### config.mk
export PLATFORM = sky130hd
export DESIGN_NAME = spi_arbiter
export DESIGN_NICKNAME = d
export VERILOG_FILES = /design/src/rtl/spi_arbiter.sv
export SDC_FILE = /design/constraint.sdc
export NUM_CORES = 1
export LEC_CHECK = 0
export CORE_ASPECT_RATIO = 0.9
export CORE_MARGIN = 4
export CORE_UTILIZATION = 40
export CTS_CLUSTER_SIZE = 20
export DETAILED_ROUTE_END_ITERATION = 8
export GPL_ROUTABILITY_DRIVEN = 1
export PLACE_DENSITY = 0.84
export SYNTH_ARGS = -nofsm -noshare
export SYNTH_HDL_FRONTEND = slang
export SYNTH_SLANG_ARGS = --single-unit
export TNS_END_PERCENT = 1
### constraint.sdc
create_clock -name clk -period 8 [get_ports clk]
set_input_delay 1.6 -clock clk [delete_from_list [all_inputs] [get_ports clk]]
set_output_delay 1.6 -clock clk [all_outputs]
set_load 0.05 [all_outputs]
### src/rtl/spi_arbiter.sv
// Round-robin arbiter that shares one SPI master between REQ_COUNT requesters.
// It latches the winner's descriptor, issues start_trans, and follows the master's
// busy through the transaction. It then returns the received word with a
// one-cycle ack. Only one transaction is in flight at any time.
module spi_arbiter #(
  parameter int unsigned REQ_COUNT       = 4,
  parameter int unsigned SLAVE_ADDRS_LEN = 3
) (
  input  logic                                 clk,
  input  logic                                 rst,
  input  logic [REQ_COUNT-1:0]                 req,
  input  logic [32*REQ_COUNT-1:0]              req_tx_data,
  input  logic [SLAVE_ADDRS_LEN*REQ_COUNT-1:0] req_chip_addr,
  input  logic [2*REQ_COUNT-1:0]               req_length,
  output logic [REQ_COUNT-1:0]                 ack,
  output logic [31:0]                          rx_data,
  output logic [REQ_COUNT-1:0]                 grant,
  output logic                                 arb_busy,
  output logic                                 spi_start,
  input  logic                                 spi_busy,
  output logic [31:0]                          spi_tx_data,
  output logic [SLAVE_ADDRS_LEN-1:0]           spi_chip_addr,
  output logic [1:0]                           spi_length,
  input  logic [31:0]                          spi_rx_data
);

  localparam int unsigned IW       = (REQ_COUNT > 1) ? $clog2(REQ_COUNT) : 1;
  localparam logic [3:0]  WD_LIMIT = 4'd8;

  typedef enum logic [2:0] {
    IDLE,
    START,
    WAIT_BUSY,
    WAIT_DONE,
    DONE
  } state_t;

  state_t                       state, state_nxt;
  logic [IW-1:0]                last;
  logic [IW-1:0]                cur;
  logic [IW-1:0]                pick;
  logic [IW-1:0]                cand;
  logic                         found;
  logic [3:0]                   wd_cnt;
  logic                         timed_out;
  logic [31:0]                  pick_tx;
  logic [SLAVE_ADDRS_LEN-1:0]   pick_addr;
  logic [1:0]                   pick_len;

  // Round-robin search starting one past the last served requester, wrapping around
  always_comb begin
    found = 1'b0;
    pick  = last;
    cand  = '0;
    for (int unsigned k = 1; k <= REQ_COUNT; k++) begin
      cand = IW'((32'(last) + k) % REQ_COUNT);
      if (!found && req[cand]) begin
        found = 1'b1;
        pick  = cand;
      end
    end
  end

  // Select the descriptor fields of the chosen requester
  always_comb begin
    pick_tx   = '0;
    pick_addr = '0;
    pick_len  = '0;
    for (int unsigned i = 0; i < REQ_COUNT; i++) begin
      if (pick == IW'(i)) begin
        pick_tx   = req_tx_data[i*32 +: 32];
        pick_addr = req_chip_addr[i*SLAVE_ADDRS_LEN +: SLAVE_ADDRS_LEN];
        pick_len  = req_length[i*2 +: 2];
      end
    end
  end

  // Next-state logic for the transaction sequencer
  always_comb begin
    state_nxt = state;
    case (state)
      IDLE:      if (found) state_nxt = START;
      START:     state_nxt = WAIT_BUSY;
      WAIT_BUSY: begin
        if (spi_busy)                state_nxt = WAIT_DONE;
        else if (wd_cnt == WD_LIMIT) state_nxt = DONE;
      end
      WAIT_DONE: if (!spi_busy) state_nxt = DONE;
      DONE:      state_nxt = IDLE;
      default:   state_nxt = IDLE;
    endcase
  end

  // State register
  always_ff @(posedge clk or posedge rst) begin
    if (rst) state <= IDLE;
    else     state <= state_nxt;
  end

  // Registered outputs, descriptor latch, watchdog and round-robin pointer.
  // Each output register reflects the action of the state being left, so
  // spi_start lands one cycle after grant and ack one cycle after DONE is entered.
  always_ff @(posedge clk or posedge rst) begin
    if (rst) begin
      last          <= IW'(REQ_COUNT - 1);
      cur           <= '0;
      wd_cnt        <= '0;
      timed_out     <= 1'b0;
      ack           <= '0;
      rx_data       <= '0;
      grant         <= '0;
      arb_busy      <= 1'b0;
      spi_start     <= 1'b0;
      spi_tx_data   <= '0;
      spi_chip_addr <= '0;
      spi_length    <= '0;
    end else begin
      spi_start <= 1'b0;
      ack       <= '0;
      arb_busy  <= (state_nxt != IDLE);
      case (state)
        IDLE: begin
          timed_out <= 1'b0;
          if (found) begin
            cur           <= pick;
            grant         <= REQ_COUNT'(1) << pick;
            spi_tx_data   <= pick_tx;
            spi_chip_addr <= pick_addr;
            spi_length    <= pick_len;
          end
        end
        START: begin
          spi_start <= 1'b1;
          wd_cnt    <= '0;
        end
        WAIT_BUSY: begin
          if (wd_cnt != WD_LIMIT) wd_cnt <= wd_cnt + 4'd1;
          if (!spi_busy && wd_cnt == WD_LIMIT) timed_out <= 1'b1;
        end
        DONE: begin
          rx_data <= timed_out ? '0 : spi_rx_data;
          ack     <= REQ_COUNT'(1) << cur;
          grant   <= '0;
          last    <= cur;
        end
        default: ;
      endcase
    end
  end

endmodule

; Yosys cells after proc, flatten, opt, wreduce, memory -nomap -nowiden
; Cells that the tools add are included.
[op_classes]
eq_ne = 12
add_sub_neg = 5
shift = 2
order_cmp = 4
n_mux = 42
n_reduce_logical = 18
[ops]
columns = operator, n
row1 = 2-to-1 mux 32 bit, 5
row2 = 2-to-1 mux 3 bit, 8
row3 = 2-to-1 mux 2 bit, 8
row4 = one-hot mux 4 bit (2 select lines), 2
row5 = < comparator 2 x 3 -> 1 bit (second input constant), 4
row6 = 2-to-1 mux 4 bit, 3
row7 = one-hot mux 3 bit (4 select lines), 1
row8 = 2-to-1 mux 1 bit, 10
row9 = binary-select mux 1 bit (select 2 bit), 4
row10 = AND reduction 2 bit, 4
row11 = << shifter 1 x 2 -> 4 bit (first input constant), 2
row12 = equality test 3 x 2 -> 1 bit (second input constant), 2
row13 = != test 2 bit (second input constant), 3
row14 = nonzero test 2 bit, 3
row15 = adder 2 x 1 -> 2 bit (second input constant), 2
row16 = adder 2 bit (second input constant), 2
row17 = adder 4 x 1 -> 4 bit (second input constant), 1
row18 = equality test 2 bit (second input constant), 2
row19 = equality test 4 bit (second input constant), 1
row20 = logical AND 1 bit, 4
row21 = zero test 1 bit, 4
row22 = != test 4 bit (second input constant), 1
row23 = equality test 3 x 1 -> 1 bit (second input constant), 1
row24 = equality test 3 bit (second input constant), 1
row25 = 5 further kinds, 5
[totals]
wordCells = 96
input_bits = 187
ff_bits = 91

; Depth between registers and ports, before layout
[depth]
ltp_word = 18
mapped_depth = 7
depth_no_buf = 7

; Least setup slack after synthesis
; Ideal clock, no wire load.
[synth_path]
kind = input to register
from = in req[1]
to = reg spi_tx_data[10]
arrival_ns = 2.849
cell_stages = 7
setup_ns = 0.152
setup_slack_ns = 4.998
n_path_buf = 2
cell_sequence = nor2b_1 > or3b_1 > a21oi_2 > buf_6 > buf_12 > mux2i_1 > a221oi_2
[synth_between]
elab_chain_len = 17
[synth_lines]
columns = item, line_no
row1 = from (decl), 11  ; input logic [REQ_COUNT-1:0] req,
row2 = binary-select mux 1 bit (select 2 bit), 57  ; if (!found && req[cand]) begin
row3 = 2-to-1 mux 1 bit (implied by the code), 57
row4 = 2-to-1 mux 1 bit, 57
row5 = zero test 1 bit, 57
row6 = logical AND 1 bit, 57
row7 = 2-to-1 mux 1 bit, 57
row8 = zero test 1 bit, 57
row9 = logical AND 1 bit, 57
row10 = 2-to-1 mux 1 bit, 57
row11 = zero test 1 bit, 57
row12 = logical AND 1 bit, 57
row13 = 2-to-1 mux 2 bit, 57
row14 = zero test 2 bit, 70  ; if (pick == IW'(i)) begin
row15 = 2-to-1 mux 32 bit (4 in series), 70
row16 = to (signal assigned), 127  ; spi_tx_data <= pick_tx;
row17 = to (decl), 21  ; output logic [31:0] spi_tx_data,
; Parallel ways exist; a longest one is shown, timed or not. The select of a mux whose other input is x is not followed.
; A chain may end at the register's enable or synchronous reset.

; Worst setup path after layout
[layout_path]
from = in req[2]
to = reg spi_tx_data[12]
; The elaborated chain is that of the path after synthesis.

==> implementation parameters <==
Parameter                              Value

Critical path
  Crit path max-delay cell type ... clkdlybuf4s50_1
  Dominant delay contributor by cell family on the critical path ... buffers and inverters
  Kind of capture point of the worst setup path ... register
  Longest individual stage delay on the worst path ... 0.60 ns
  Bufs and invs on worst path ... 2
  Required arrival time at the worst endpoint ... 8.23 ns
  Type of the worst setup path ... in2reg
  Cell Chain, Critical Path ... clkdlybuf4s50_1 > nand2b_1 > or3b_1 > a21oi_4 > buf_4 > mux2i_1 > a221oi_1
  Critical Path Source Type ... input pin
  Worst endpoint data arrival time ... 4.29 ns
  Largest fanout of any net on the critical path ... 35

Floorplanning
  Vert. Die Dim ... 110 microns
  Initial Utilization ... 0.408
  Number of I/O pins ... 266
  Core Rows ... 37
  Chip Width ... 122 microns
  Overall die area ... 0.0135 sq mm
  Placeable core area ... 0.0114 sq mm

Final layout
  Antenna cells ... 0
  Final Core Density ... 0.672
  Area grow syn2layout ... 64.7%
  Final non-filler cell total ... 874
  Final Net Count ... 902
  Layout cells sized above 1 ... 0.0724

Routing
  Number of optimization iterations in the first detailed-route pass ... 7
  DRC errors left ... 0
  Antenna viol nets, final ... 0
  Final wirelength ... 17000 microns
  Average wire per cell in the routed design ... 19.4 microns
  Number of vias after detailed routing ... 4698
  DRT iter0 DRCs ... 426
  Drt via density ... 5.38

Yosys
  Average footprint of a synthesized cell ... 9.97 sq um
  Proportion of synthesized chip area in sequential cells ... 0.488
  Yosys top cell area share ... 0.477
  Share of synthesized flip-flops with an asynchronous set or reset ... 1.00
  Syn Nets ... 657
  Post-synth design cell area ... 0.00467 sq mm
  Most common cell in the synthesized netlist ... dfrtp_1
  Library cell occupying the most area in the post-synthesis netlist ... dfrtp_1
  Dominant register cell in the synthesized netlist ... dfrtp_1
  Area contributors post-synth ... dfrtp_1, a221oi_2, mux2i_1
  Post-synth EDFFs ... 0
  Top cell types by occurrence after synthesis ... dfrtp_1, nor2_1, nand2_1
  Distinct cells, synth ... 39
  Flip-flop and latch count after synthesis ... 91
  Yosys synthesis warning count ... 0
  Cells after synthesis ... 468

Timing
  Period Utilization, post-route ... 0.507
  Setup repair after global routing missed its margin ... false
  Smallest hold slack ... 0.461 ns
  Final critical-path required period ... 4.06 ns
  Final number of max-transition violations ... 0
  Total count of hold-check failures in the final report ... 0
  Timing-limited maximum frequency ... 246 MHz
  TNS Setup ... 0 ns
  Headroom to the max-slew limit ... 0.251
  Setup Viol. Count Final ... 0
  Transition time of the tightest slew-check pin ... 1.12 ns
  Worst Skew ... 0.00577 ns

Place
  Cell count after placement ... 858
  Final estimated routing congestion in global placement ... 0.871
  Hpwl dp ... 12500 microns
  Buffers on Ports ... 265

Clock network
  Later-pin clock latency in the skew report ... 0.34 ns
  Setup repair bufs after CTS ... 0
  Number of buffers created by CTS ... 9
  TritonCTS sink count ... 91
  Clk pin slew, worst setup/hold paths ... 0.07 ns
  CTS H-Tree Depth ... 3
  CTS hold repair buffers ... 0
  Max Buffers Root-to-Sink ... 2
  TritonCTS clock tree ... yes
  Number of instances resized during post-cts repair ... 0
  Root Buffer Master ... clkbuf_16

GRT
  Via count of the first global-routing pass ... 5079
  Total overflow reported by the global router ... 0
  First-pass GRT wire length ... 26500 microns
  Antenna violations before repair ... 0
  GRT Resource Usage Total ... 0.248
  Pin count of the biggest net entering global routing ... 74

Power and ir drop
  Maximum vdd ir drop ... 0.296 mV
  Power density over cell area ... 416 mW/mm^2
  Standby leakage power ... 0.00313 uW
  Total design power ... 3200 uW

Hold path
  Path class of the lowest-slack min-delay path ... reg2reg

Flow run
  Number of max-cap violations ... 0

Outcome
  Result of the run ... complete, no violations
cell type report:
type                            count  area (sq um)
Timing Repair Buffer              271          2700
Sequential cell                    91          2280
Clock inverter                      6          48.8
Inverter                            5          20.0
Clock buffer                       10           229
Fill cell                         876          3750
Tap cell                          156           195
Multi-Input combinational cell    335          2220
worst paths after layout:
path	from	end	slack (ns)	cells past startpoint
worst max-delay path	req[2]	spi_tx_data[12]$_DFFE_PP0P_	3.94	7
worst min-delay path	cur[1]$_DFFE_PP0P_	ack[1]$_DFF_PP0_	0.46	1
worst max register to register	last[0]$_DFFE_PP1P_	spi_tx_data[12]$_DFFE_PP0P_	5.29	6
worst min register to register	cur[1]$_DFFE_PP0P_	ack[1]$_DFF_PP0_	0.46	1
max in group asynchronous	rst	rx_data[30]$_DFFE_PP0P_	5.17	3
min in group asynchronous	rst	rx_data[24]$_DFFE_PP0P_	1.62	2
cell usage in the layout (no fill, tap or decap), drive strengths merged, types with 2 or more instances in the layout:
cell type      netlist  routed
clkdlybuf4s50        0     265
mux2i               30      30
clkinvlp             0       2
dfstp                2       2
or2                  2       2
o21ai               43      43
a21oi                6       6
a32oi                2       2
nand3               14      14
clkinv               0       3
ha                   2       2
nor4                 2       2
a221oi              37      37
dfrtp               89      89
nor3                 4       4
clkbuf              25      10
nand3b              10      10
nor2                48      48
buf                 12       6
a22oi                2       2
nor2b                2       2
o22ai               31      31
nand2               44      44
a211oi               2       2
nand2b              35      35
nor3b                2       2
a31oi                8       8
inv                  5       6
logic make-up (layout without fill, tap and decap cells):
family / count (synthesis) / in the layout / share of synthesized area
AOI/OAI and AO/OA: 137 / 137 / 0.224
DFF: 91 / 91 / 0.488
and+or+nand+nor: 166 / 166 / 0.173
muxes: 30 / 30 / 0.0643
adders and majority gates: 2 / 2 / 0.00536
buffers and inverters: 42 / 292 / 0.0448
per-layer routing:
layer / up-vias / track usage / wire [microns]
li1: 2207 / - / -
met5: - / 0 / 0
met3: 34 / 0.102 / 1890
met1: 2224 / 0.275 / 6300
met2: 233 / 0.425 / 8290
met4: 0 / 0.0866 / 488
flip-flops by register name, indices dropped and copies added (netlist names), 2 cells and up:
register,cells
cur,2
rx_data,32
ack,4
spi_chip_addr,3
last,2
state,3
wd_cnt,4
spi_tx_data,32
spi_length,2
grant,4
power by group:
part	switching, uW	internal (uW)
logic	1260	697
registers	160	681
clock network	189	214
total	1610	1590
worst reg2reg max path, delay by kind of cell (launching register included):
family	cells	cell delay, ns
compound gates	2	0.81
flops	1	0.59
buf+inv	1	0.54
simple gates	2	0.49
mux	1	0.17
through the flow:
stage | setup WS, ns | area, sq um
after global placement | 3.74 | 7410
after detailed placement | 3.59 | 7410
after floorplan | 4.04 | 4670
after CTS | 3.94 | 7690
final | 3.94 | 7690
after global routing | 3.82 | 7690
Note: power is estimated with default switching activity, not from simulation.
